`config.mk`:
```
export PLATFORM = sky130hd
export DESIGN_NAME = pipelined_subtractor
export DESIGN_NICKNAME = d
export VERILOG_FILES = /design/src/rtl/pipelined_subtractor.sv
export SDC_FILE = /design/constraint.sdc
export NUM_CORES = 1
export LEC_CHECK = 0
export CAP_MARGIN = 20
export CORE_UTILIZATION = 51
export CTS_CLUSTER_SIZE = 14
export DETAILED_ROUTE_END_ITERATION = 10
export MAX_ROUTING_LAYER = met4
export PLACE_DENSITY_LB_ADDON = 0.15
export SLEW_MARGIN = 10
export SYNTH_ARGS = -nofsm -noshare
export SYNTH_HDL_FRONTEND = slang
export SYNTH_SLANG_ARGS = --single-unit
export TNS_END_PERCENT = 100
```
`constraint.sdc`:
```
create_clock -name clk -period 4.43 [get_ports clk]
set_clock_uncertainty 0.05 [all_clocks]
set_input_delay 0.886 -clock clk [delete_from_list [all_inputs] [get_ports clk]]
set_output_delay 0.886 -clock clk [all_outputs]
set_load 0.02 [all_outputs]
```
`src/rtl/pipelined_subtractor.sv`:
```
// pipelined_subtractor
//
// Multi-cycle subtractor computing diff = in1 - in2 - bIn. The operand is split into
// CHUNKWIDTH-bit slices; stage k resolves slice k as in1 + ~in2 + carry. The borrow is
// registered between stages, so the critical path is one CHUNKWIDTH-bit add. Each stage
// carries the operands and the finished lower diff slices alongside its valid bit.
// Results come straight from the last-stage registers.
//
// Optional feature: define PIPELINED_SUB_FLAGS_EN to generate the zero / negative /
// overflow flags. Without it those ports are tied to 0 and no flag state is built.
//
// Ports:
//   clk       in   clock, rising edge
//   reset     in   synchronous active-high reset; discards all in-flight bundles
//   in1       in   minuend (BITWIDTH)
//   in2       in   subtrahend (BITWIDTH)
//   bIn       in   borrow in
//   inValid   in   operand bundle valid
//   inReady   out  a bundle is accepted this cycle if inValid is also high
//   diff      out  result (BITWIDTH)
//   bOut      out  borrow out of the MSB (unsigned in1 < in2 + bIn)
//   outValid  out  diff / bOut / flags valid
//   outReady  in   consumer takes the result this cycle
//   zero      out  diff == 0
//   negative  out  diff MSB
//   overflow  out  signed overflow of the subtraction

module pipelined_subtractor #(
  parameter int unsigned BITWIDTH   = 64,
  parameter int unsigned CHUNKWIDTH = 16
) (
  input  logic                clk,
  input  logic                reset,
  input  logic [BITWIDTH-1:0] in1,
  input  logic [BITWIDTH-1:0] in2,
  input  logic                bIn,
  input  logic                inValid,
  output logic                inReady,
  output logic [BITWIDTH-1:0] diff,
  output logic                bOut,
  output logic                outValid,
  input  logic                outReady,
  output logic                zero,
  output logic                negative,
  output logic                overflow
);

  localparam int unsigned NUMSTAGES = BITWIDTH / CHUNKWIDTH;
  localparam int unsigned LastStage = NUMSTAGES - 1;

  if ((CHUNKWIDTH == 0) || (BITWIDTH % CHUNKWIDTH != 0)) begin : g_bad_width
    $error("pipelined_subtractor: BITWIDTH must be a multiple of CHUNKWIDTH");
  end

  // Stage registers
  logic [NUMSTAGES-1:0] r_valid;
  logic [NUMSTAGES-1:0] r_borrow;
  logic [BITWIDTH-1:0]  r_a [NUMSTAGES];
  logic [BITWIDTH-1:0]  r_b [NUMSTAGES];
  logic [BITWIDTH-1:0]  r_d [NUMSTAGES];

  // Stage inputs (what each stage would load) and next-state values
  logic [BITWIDTH-1:0]  w_a_in [NUMSTAGES];
  logic [BITWIDTH-1:0]  w_b_in [NUMSTAGES];
  logic [BITWIDTH-1:0]  w_d_in [NUMSTAGES];
  logic [NUMSTAGES-1:0] w_c_in;
  logic [NUMSTAGES-1:0] w_src_valid;
  logic [CHUNKWIDTH:0]  w_sum [NUMSTAGES];
  logic [BITWIDTH-1:0]  w_d_next [NUMSTAGES];
  logic [NUMSTAGES-1:0] w_borrow_next;
  logic [NUMSTAGES-1:0] w_load;
  logic [NUMSTAGES-1:0] w_adv;

  always_comb begin : stage_inputs
    w_a_in[0]      = in1;
    w_b_in[0]      = in2;
    w_d_in[0]      = '0;
    w_c_in         = '0;
    w_src_valid    = '0;
    w_c_in[0]      = ~bIn;
    w_src_valid[0] = inValid;
    for (int k = 1; k < int'(NUMSTAGES); k++) begin
      w_a_in[k]      = r_a[k-1];
      w_b_in[k]      = r_b[k-1];
      w_d_in[k]      = r_d[k-1];
      w_c_in[k]      = ~r_borrow[k-1];
      w_src_valid[k] = r_valid[k-1];
    end
  end

  // Slice k of a - b - borrow as a + ~b + carry; borrow out is the inverted carry.
  always_comb begin : stage_arith
    w_borrow_next = '0;
    for (int k = 0; k < int'(NUMSTAGES); k++) begin
      w_sum[k] = {1'b0, w_a_in[k][k*CHUNKWIDTH +: CHUNKWIDTH]}
               + {1'b0, ~w_b_in[k][k*CHUNKWIDTH +: CHUNKWIDTH]}
               + {{CHUNKWIDTH{1'b0}}, w_c_in[k]};
      w_d_next[k] = w_d_in[k];
      w_d_next[k][k*CHUNKWIDTH +: CHUNKWIDTH] = w_sum[k][CHUNKWIDTH-1:0];
      w_borrow_next[k] = ~w_sum[k][CHUNKWIDTH];
    end
  end

  // Stall chain, resolved from the output back to the input. An empty stage always
  // loads, so bubbles never block upstream.
  always_comb begin : handshake
    w_adv  = '0;
    w_load = '0;
    w_adv[LastStage]  = r_valid[LastStage] & outReady;
    w_load[LastStage] = ~r_valid[LastStage] | w_adv[LastStage];
    for (int k = int'(NUMSTAGES) - 2; k >= 0; k--) begin
      w_adv[k]  = r_valid[k] & w_load[k+1];
      w_load[k] = ~r_valid[k] | w_adv[k];
    end
  end

  always_ff @(posedge clk) begin
    if (reset) begin
      r_valid  <= '0;
      r_borrow <= '0;
      for (int k = 0; k < int'(NUMSTAGES); k++) begin
        r_a[k] <= '0;
        r_b[k] <= '0;
        r_d[k] <= '0;
      end
    end else begin
      for (int k = 0; k < int'(NUMSTAGES); k++) begin
        if (w_load[k]) begin
          r_valid[k] <= w_src_valid[k];
          // Data only moves with a real bundle, so outputs stay put across bubbles.
          if (w_src_valid[k]) begin
            r_a[k]      <= w_a_in[k];
            r_b[k]      <= w_b_in[k];
            r_d[k]      <= w_d_next[k];
            r_borrow[k] <= w_borrow_next[k];
          end
        end
      end
    end
  end

  assign inReady  = w_load[0];
  assign outValid = r_valid[LastStage];
  assign diff     = r_d[LastStage];
  assign bOut     = r_borrow[LastStage];

`ifdef PIPELINED_SUB_FLAGS_EN
  logic [NUMSTAGES-1:0] r_zero;
  logic [NUMSTAGES-1:0] w_zero_in;
  logic [NUMSTAGES-1:0] w_zero_next;
  logic                 r_ovf;
  logic                 w_ovf_next;

  // Zero is an AND of per-slice zero tests accumulated down the pipe.
  always_comb begin : flag_next
    w_zero_in    = '0;
    w_zero_in[0] = 1'b1;
    for (int k = 1; k < int'(NUMSTAGES); k++) begin
      w_zero_in[k] = r_zero[k-1];
    end
    for (int k = 0; k < int'(NUMSTAGES); k++) begin
      w_zero_next[k] = w_zero_in[k] & (w_sum[k][CHUNKWIDTH-1:0] == '0);
    end
    w_ovf_next = (w_a_in[LastStage][BITWIDTH-1] ^ w_b_in[LastStage][BITWIDTH-1])
               & (w_d_next[LastStage][BITWIDTH-1] ^ w_a_in[LastStage][BITWIDTH-1]);
  end

  always_ff @(posedge clk) begin
    if (reset) begin
      r_zero <= '0;
      r_ovf  <= 1'b0;
    end else begin
      for (int k = 0; k < int'(NUMSTAGES); k++) begin
        if (w_load[k] && w_src_valid[k]) begin
          r_zero[k] <= w_zero_next[k];
        end
      end
      if (w_load[LastStage] && w_src_valid[LastStage]) begin
        r_ovf <= w_ovf_next;
      end
    end
  end

  assign zero     = r_zero[LastStage];
  assign negative = r_d[LastStage][BITWIDTH-1];
  assign overflow = r_ovf;
`else
  assign zero     = 1'b0;
  assign negative = 1'b0;
  assign overflow = 1'b0;
`endif

endmodule

```
Word-level counts from Yosys, hierarchy flattened
Memory sizes are Yosys's and may differ from the RTL's.
Cells that the tools add are included.
{"block": "classes", "bitwise_logic": 36, "reduce_logical": 4, "mux": 30, "addsub": 8}
{"cell": "2-to-1 mux 64 bit", "n": 12}
{"cell": "adder 16 x 16 -> 17 bit", "n": 4}
{"cell": "adder 17 x 1 -> 17 bit", "n": 4}
{"cell": "NOT 16 bit", "n": 4}
{"cell": "2-to-1 mux 1 bit", "n": 18}
{"cell": "bitwise OR 1 bit", "n": 16}
{"cell": "NOT 1 bit", "n": 12}
{"cell": "AND reduction 2 bit", "n": 4}
{"cell": "bitwise AND 1 bit", "n": 4}
{"block": "word_totals", "mem_count": 3, "word_cells": 89, "mem_bits_rw": 768, "reg_bits": 8}
{"memory": "r_a", "words": 4, "width": 64, "rd": 3, "rd_clocked_by_memory_dff": 0, "wr": 4, "line_no": "58", "text": "logic [BITWIDTH-1:0] r_a [NUMSTAGES];"}
{"memory": "r_b", "words": 4, "width": 64, "rd": 3, "rd_clocked_by_memory_dff": 0, "wr": 4, "line_no": "59", "text": "logic [BITWIDTH-1:0] r_b [NUMSTAGES];"}
{"memory": "r_d", "words": 4, "width": 64, "rd": 4, "rd_clocked_by_memory_dff": 0, "wr": 4, "line_no": "60", "text": "logic [BITWIDTH-1:0] r_d [NUMSTAGES];"}

Logic depth before layout (Yosys ltp)
Gate-level depths: netlist (run 1).
{"block": "depth", "ltp_word": 12, "ltp_mapped": 9, "ltp_nobuf": 9}

Least setup slack after synthesis (run 1)
OpenSTA, ideal clock, no wires.
{"block": "synth_timing", "path_kind": "input -> register", "startpoint": "in outReady", "endpoint": "mem r_a[0][16], enable pin", "setup_slack_ns": -0.010, "t_required_ns": 3.367, "arrival_time_ns": 3.377, "n_path_buf": 0, "setup_ns": 1.013, "path_stages": 4, "cell_sequence": "and3b_1 nand3_1 nand2_1 nand2_1"}
{"item": "start, declared", "line_no": "42", "text": "input logic outReady,"}
{"item": "end, declared", "line_no": "58"}

Final worst setup path (run 1)
{"block": "layout_timing", "startpoint": "in outReady", "endpoint": "out inReady"}
{"block": "layout_between", "elab_chain_len": 8}
{"item": "bitwise AND 1 bit", "line_no": "109", "text": "w_adv[LastStage] = r_valid[LastStage] & outReady;"}
{"item": "bitwise OR 1 bit", "line_no": "110", "text": "w_load[LastStage] = ~r_valid[LastStage] | w_adv[LastStage];"}
{"item": "bitwise AND 1 bit", "line_no": "112", "text": "w_adv[k] = r_valid[k] & w_load[k+1];"}
{"item": "bitwise OR 1 bit", "line_no": "113", "text": "w_load[k] = ~r_valid[k] | w_adv[k];"}
{"item": "bitwise AND 1 bit", "line_no": "112"}
{"item": "bitwise OR 1 bit", "line_no": "113"}
{"item": "bitwise AND 1 bit", "line_no": "112"}
{"item": "bitwise OR 1 bit", "line_no": "113"}
{"item": "end, declared", "line_no": "38", "text": "output logic inReady,"}
No other way between the ends.

==> results of run 1 <==
==> power breakdown <==
part | internal (mW) | switching (mW)
sequential | 3.97 | 0.0532
combinational | 0.434 | 0.522
clock | 1.85 | 1.25
total | 6.26 | 1.82
==> per-stage QoR <==
stage	hold WS (ns)	area (µm²)	total power, mW
2_1_floorplan	0.403	16400	4.72
3_3_place_gp	0.419	18900	5.03
6_report	0.441	20100	8.08
3_5_place_dp	0.432	18900	5.06
4_1_cts	0.445	20100	8.17
5_1_grt	0.463	20100	8.42
==> layout by cell type (no fill, tap or decap), types with 5 or more instances in the layout <==
cell type	n
a211oi_1	9
a21o_1	24
a21oi_1	50
a31oi_1	9
and2_1	297
buf_12	5
buf_4	6
clkbuf_1	12
clkbuf_16	40
clkdlybuf4s50_1	199
dfxtp_1	8
edfxtp_1	352
fa_1	8
ha_1	60
inv_1	78
nand2_1	35
nand2b_1	6
nand3_1	16
nand4_1	7
nor2_1	74
nor3_1	15
nor3b_1	5
o21a_1	10
o21ai_0	18
o21ai_1	8
o21bai_1	5
o31ai_1	6
or3_1	5
xnor2_1	18
xor2_1	20
==> cells by family after synthesis <==
| kind of cell | count (synthesis) |
|---|---|
| and+or+nand+nor | 486 |
| xor gates and xnor gates | 38 |
| muxes | 4 |
| AOI/OAI and AO/OA | 167 |
| DFF | 360 |
| buffers and inverters | 124 |
| other | 1 |
| adders and majority gates | 68 |
==> how the worst max path moves through the flow <==
stage / startpoint / to / slack (ns) / cells after the start
floorplan: outReady / r_borrow[1] / 0.47 / 6
global placement: in2[0] / r_d[0][12] / 0.64 / 10
detailed placement: in2[0] / r_d[0][12] / 0.57 / 10
CTS: outReady / inReady / 1.05 / 4
global route: in2[0] / r_d[0][12] / 0.98 / 10
finish: outReady / inReady / 1.06 / 4
==> sequential cells by signal (all words and copies together) (netlist names) <==
signal / cells
r_a: 96
r_b: 96
r_d: 160
r_borrow: 4
r_valid: 4
==> tightest hold or removal path: stages (launching register included) <==
cell and delay, ns:
dfxtp_1 0.33, inv_1 0.06, a21oi_1 0.05
==> synth_stat cells (7+ instances only) <==
cell type	number	area, µm²
edfxtp_1	352	10600
and2_1	297	1860
inv_1	78	293
nor2_1	76	285
ha_1	60	751
a21oi_1	50	250
nand2_1	39	146
clkbuf_1	38	143
a21o_1	24	180
xor2_1	20	175
o21ai_0	18	90.1
xnor2_1	18	158
nand3_1	16	80.1
nor3_1	15	75.1
o21a_1	10	75.1
a211oi_1	9	67.6
a31oi_1	9	56.3
dfxtp_1	8	160
fa_1	8	160
o21ai_1	8	40.0
nand4_1	7	43.8
==> layer usage <==
layer | global-route usage | part of all wire | vias up
li1 | - | - | 4820
met1 | 0.212 | 0.41 | 4419
met2 | 0.333 | 0.52 | 217
met3 | 0.0308 | 0.039 | 69
met4 | 0.0820 | 0.038 | 0
met5 | - | 0 | -
==> layout make-up <==
cell class | instances | area [µm²] | share of cell area
antenna | 3 | 7.51 | 0.000373
clock buffer | 53 | 1060 | 0.0527
clock inverter | 15 | 166 | 0.00827
inverter | 79 | 297 | 0.0147
multi-input combinational | 766 | 5220 | 0.260
sequential | 360 | 10700 | 0.533
tap | 402 | 503 | 0.0250
timing repair buffer | 210 | 2140 | 0.106
==> summary.md, run 1 <==
| Metric | Value |
|---|---|
| Status | `finished clean` |
| VDD IR max | `0.287 mV` |
| Fraction of registers with async set/reset | `0` |
| Initial Utilization | `0.519` |
| I/O Pins | `203` |
| # nets final | `1657` |
| IO buf count | `199` |
| H-tree levels | `2` |
| Fmax | `296 MHz` |
| WS Path Type | `input pin to output port` |
| Synthesized instance count | `1248` |
| Syn_area_per_cell | `13.1 µm²` |
| Mux cell area share after synthesis | `0.00244` |
| Post-Synth XOR/XNOR Area | `0.0203` |
| Slowest cell delay on critical path | `0.71 ns` |
| Worst endpoint required time | `3.49 ns` |
| Max Cap Viol | `0` |
| Final critical-path share of the clock period | `0.761` |
| Clock-pin slew on the worst setup and hold paths | `0.06 ns` |
| Wire per inst | `15.3 µm` |
| Slowest library cell on the worst path | `clkdlybuf4s50_1` |
| Setup ws final | `1.06 ns` |
| Post-CTS Repair Setup Buffers | `0` |
| Min Tclk post-route | `3.37 ns` |
| Min-Delay Path Depth | `2` |
| # rows | `65` |
| Post-cts sizing count | `0` |
| Setup TNS | `0 ns` |
| Synth Area in Compound Gates | `0.0687` |
| CTS tree | `yes` |
| DRT iter0 DRCs | `514` |
| Simple-gate share of the synthesized area | `0.168` |
| LEAKAGE | `7.86 nW` |
| Average vias per placed instance | `5.05` |
| Post-DRT Antenna Nets | `0` |
| Ratio of cells with drive above 1 in the final layout | `0.0614` |
| CTS Hold Buffers Added | `0` |
| HP Start | `r_valid[0]` |
| Cts bufs inserted | `39` |
| Final setup fails | `0` |
| Unique masters post-synth | `63` |
| Tightest Hold Check Type | `flop to flop` |
| Die ar. | `32800 µm²` |
| Tot GR Track Use | `0.189` |
| Delay-heaviest family, CP | `buffers and inverters` |
| Vias | `9525` |
| # DRC | `0` |
| Crit-path most repeated cell | `clkdlybuf4s50_1` |
| Final slew viol count | `0` |
| First-pass GRT wire length | `47300 µm` |
| Final core utilization | `0.638` |
| CP startpoint kind | `input pin` |
| Worst skew pair latency | `0.52 ns` |
| RSZ-0062 raised after global routing | `no` |
| Slew margin rel. | `0.395` |
| Die X | `181 µm` |
| CTS Sinks | `360` |
| Post-Synth Adder-Cell Area | `0.0556` |
| PwrDens | `402 nW/µm²` |
| Crit Path Max Fanout | `5` |
| WL final | `28900 µm` |
| Slack of the worst reg-to-reg path | `1.50 ns` |
| Area growth syn-to-layout | `22.8%` |
| Vias in the first global route | `9515` |
| Inst Count DP | `1817` |
| Post-synthesis register bit count | `360` |
| Fillers | `2444` |
| Worst Hold Path EP | `r_valid[1]` |
| RR Startpoint | `r_borrow[2]` |
| Top_reg_cell synth | `edfxtp_1` |
| Final Hold Fails | `0` |
| EDFF count, synth | `352` |
| Yosys warnings | `0` |
| Antenna violations before repair | `3` |
| Chip height | `181 µm` |
| Critical path endpoint category | `output port` |
| Worst R2R End | `r_d[3][62]` |
| CP Buf/Inv Count | `2` |
| Arr. time, crit path | `2.44 ns` |
| GRT overflow | `0` |
| DRT Pass-1 Iters | `5` |
| HPWL after DPL | `20100 µm` |
| Sequential element share of the synthesized area | `0.655` |
| Root Driver | `clkbuf_16` |
| Slew @ Worst Pin | `0.906 ns` |
| Synthesized cell area | `16400 µm²` |
| Core box area | `31600 µm²` |
| Worst reg-to-reg path cell count | `9` |
| Largest net degree at the start of global routing | `65` |
| Pre-CTS WS | `0.571 ns` |
| CTS Buffer Depth | `3` |
| Final Instance Count excl. Fillers | `1888` |
| Crit path cell chain | `clkdlybuf4s50_1, and3b_1, nand3_1, clkdlybuf4s50_1` |
| Gpl congestion | `0.862` |
| Largest family of logic cells by synthesized area | `simple AND/OR/NAND/NOR gates` |
Note: power is estimated with default switching activity, not from simulation.
==> run 2: changes to the inputs <==
--- a/config.mk
+++ b/config.mk
@@ -6,7 +6,7 @@
 export NUM_CORES = 1
 export LEC_CHECK = 0
 export CAP_MARGIN = 20
-export CORE_UTILIZATION = 51
+export CORE_UTILIZATION = 56
 export CTS_CLUSTER_SIZE = 14
 export DETAILED_ROUTE_END_ITERATION = 10
 export MAX_ROUTING_LAYER = met4
==> constraint.sdc (replaced) <==
create_clock -name clk -period 3.4 [get_ports clk]
set_clock_uncertainty 0.05 [all_clocks]
set_input_delay 0.68 -clock clk [delete_from_list [all_inputs] [get_ports clk]]
set_output_delay 0.68 -clock clk [all_outputs]
set_load 0.02 [all_outputs]
==> run 2 against run 1 <==
Effect of this change:
- setup slack got worse by 0.62 ns
- clock power increased by 21%
- utilization increased by 6.2 points
- largest cell class unchanged
- global-route usage grew 2.2 points
==> summary.md, run 2 (synthesis gave the netlist of run 1 again) <==
| Metric | Value |
|---|---|
| Status | `finished clean` |
| Biggest register | `r_d` |
| CTS tree | `yes` |
| Tightest Hold Check Type | `flop to flop` |
| CP startpoint kind | `input pin` |
| Slew @ Worst Pin | `0.693 ns (-0.213 ns)` |
| Slowest library cell on the worst path | `clkdlybuf4s50_1` |
| I/O Pins | `203 (unchanged)` |
| Largest net degree at the start of global routing | `53 (-18%)` |
| Fmax | `338 MHz` |
| RSZ-0062 raised after global routing | `no` |
| CTS Hold Buffers Added | `0 (unchanged)` |
| WS Path Type | `input pin to output port` |
| Slowest cell delay on critical path | `0.69 ns (-0.02 ns)` |
| CP Buf/Inv Count | `2 (unchanged)` |
| Setup TNS | `0 ns (unchanged)` |
| Wire per inst | `15.8 µm (+3.0%)` |
| Fillers | `1992 (-18%)` |
| Die X | `173 µm (-4.5%)` |
| DRT Pass-1 Iters | `6 (+1)` |
| # DRC | `0 (unchanged)` |
| Final critical-path share of the clock period | `0.871` |
| H-tree levels | `2 (unchanged)` |
| Most frequent cells in the layout | `352 x edfxtp_1, 297 x and2_1, 199 x clkdlybuf4s50_1` |
| Delay-heaviest family, CP | `buffers and inverters` |
| Root Driver | `clkbuf_16` |
| Seq. cell area | `10700 µm² (unchanged)` |
| Setup ws final | `0.438 ns (-0.619 ns)` |
| Antenna violations before repair | `3 (unchanged)` |
| # rows | `62 (-4.6%)` |
| Die ar. | `29900 µm² (-8.8%)` |
| # nets final | `1672 (+0.91%)` |
| Min Tclk post-route | `2.96 ns` |
| Post-DRT Antenna Nets | `0 (unchanged)` |
| Post-cts sizing count | `0 (unchanged)` |
| Vias | `9752 (+2.4%)` |
| Vias in the first global route | `9555 (+0.42%)` |
| Most common cell after layout, fill and taps aside | `edfxtp_1` |
| CTS Buffer Depth | `3 (unchanged)` |
| HPWL after DPL | `20800 µm (+3.5%)` |
| Crit-path most repeated cell | `clkdlybuf4s50_1` |
| WL final | `29700 µm (+2.7%)` |
| LEAKAGE | `7.91 nW (+0.60%)` |
| Pre-CTS WS | `-0.0356 ns (-0.606 ns)` |
| Area growth syn-to-layout | `22.9% (about the same)` |
| Critical path endpoint category | `output port` |
| GRT overflow | `0 (unchanged)` |
| Initial Utilization | `0.569 (+0.0501)` |
| Chip height | `173 µm (-4.5%)` |
| Clock-pin slew on the worst setup and hold paths | `0.06 ns (about the same)` |
| Cts bufs inserted | `37 (-5.1%)` |
| Max FFs per register | `160 (unchanged)` |
| Design Area, Final | `20100 µm² (about the same)` |
| Top flop regs | `r_d (160), r_a (96), r_b (96)` |
| Final setup fails | `0 (unchanged)` |
| Arr. time, crit path | `2.23 ns (-0.21 ns)` |
| First-pass GRT wire length | `48500 µm (+2.6%)` |
| DRT iter0 DRCs | `529 (+2.9%)` |
| Post-DP Area | `19000 µm² (+0.69%)` |
| Ratio of cells with drive above 1 in the final layout | `0.0722 (+0.0109)` |
| VDD IR max | `0.416 mV (+45%)` |
| Area of the multi-input gates | `5220 µm² (unchanged)` |
| Final core utilization | `0.700 (+0.0620)` |
| Post-CTS Repair Setup Buffers | `0 (unchanged)` |
| Slew margin rel. | `0.537 (+0.141)` |
| Final Hold Fails | `0 (unchanged)` |
| CTS Sinks | `360 (unchanged)` |
| IO buf count | `199 (unchanged)` |
| Worst skew pair latency | `0.51 ns (about the same)` |
| Core box area | `28800 µm² (-8.8%)` |
| Worst endpoint required time | `2.67 ns (-0.82 ns)` |
| Max Cap Viol | `0 (unchanged)` |
| PwrDens | `511 nW/µm² (+27%)` |
| Gpl congestion | `0.858 (-0.44%)` |
| Average vias per placed instance | `5.18 (+2.7%)` |
| Crit path cell chain | `clkdlybuf4s50_1, and3b_1, nand3_1, clkdlybuf4s50_1` |
| Final slew viol count | `0 (unchanged)` |
| Crit Path Max Fanout | `5 (unchanged)` |
| Tot GR Track Use | `0.211 (+0.0223)` |
[run 2: cell count changes in the layout (fill, tap and decap cells not counted)]
cell,before,now
buf_12,5,7
clkbuf_1,12,9
clkbuf_16,40,37
clkinv_8,1,0
bufinv_16,3,2
clkinv_1,4,2
clkinv_2,4,9
inv_6,1,0
buf_4,6,21
clkinvlp_4,1,2
[run 2: where the power goes]
| part | total (mW) | leakage (nW) | switching [mW] | internal (mW) |
|---|---|---|---|---|
| Combinational | 1.28 | 3.54 | 0.696 | 0.588 |
| Sequential | 5.24 | 3.82 | 0.0728 | 5.17 |
| Clock | 3.75 | 0.545 | 1.58 | 2.18 |
| Total | 10.3 | 7.91 | 2.35 | 7.93 |
[run 2: layout make-up]
type / instances / share of cell area
timing repair buffer: 227 / 0.114
tap: 384 / 0.0239
clock inverter: 16 / 0.00677
clock buffer: 47 / 0.0483
sequential: 360 / 0.533
antenna: 3 / 0.000373
inverter: 79 / 0.0147
multi-input combinational: 766 / 0.259
[run 2: worst register-to-register path, stage by stage, from the launching register on]
cell     delay (ns)
dfxtp_1        0.31
inv_1          0.07
fa_1           0.49
fa_1           0.49
a21o_1         0.21
a31oi_1        0.40
o31ai_1        0.18
a21oi_1        0.22
xor2_1         0.16
nor2_1         0.05
[run 2: worst paths after layout]
kind	from	slack (ns)	depth (start not counted)	to
max reg2reg	r_borrow[1]	0.51	9	r_d[2][42]
min reg2reg	r_valid[0]	0.44	2	r_valid[1]
min	r_valid[0]	0.44	2	r_valid[1]
max	outReady	0.44	4	inReady
[run 2: metal layers]
metal / GRT usage / wire length (µm)
met2: 0.371 / 15300
met4: 0.0664 / 639
met1: 0.250 / 12300
met5: - / 0
met3: 0.0332 / 1370
[run 2: stage by stage]
step	total power, mW	cells	hold WS [ns]
floorplan	6.14	1250	0.403
global placement	6.58	1816	0.423
CTS	10.4	1879	0.444
global route	10.7	1882	0.474
finish	10.3	1882	0.444
detailed placement	6.61	1816	0.426
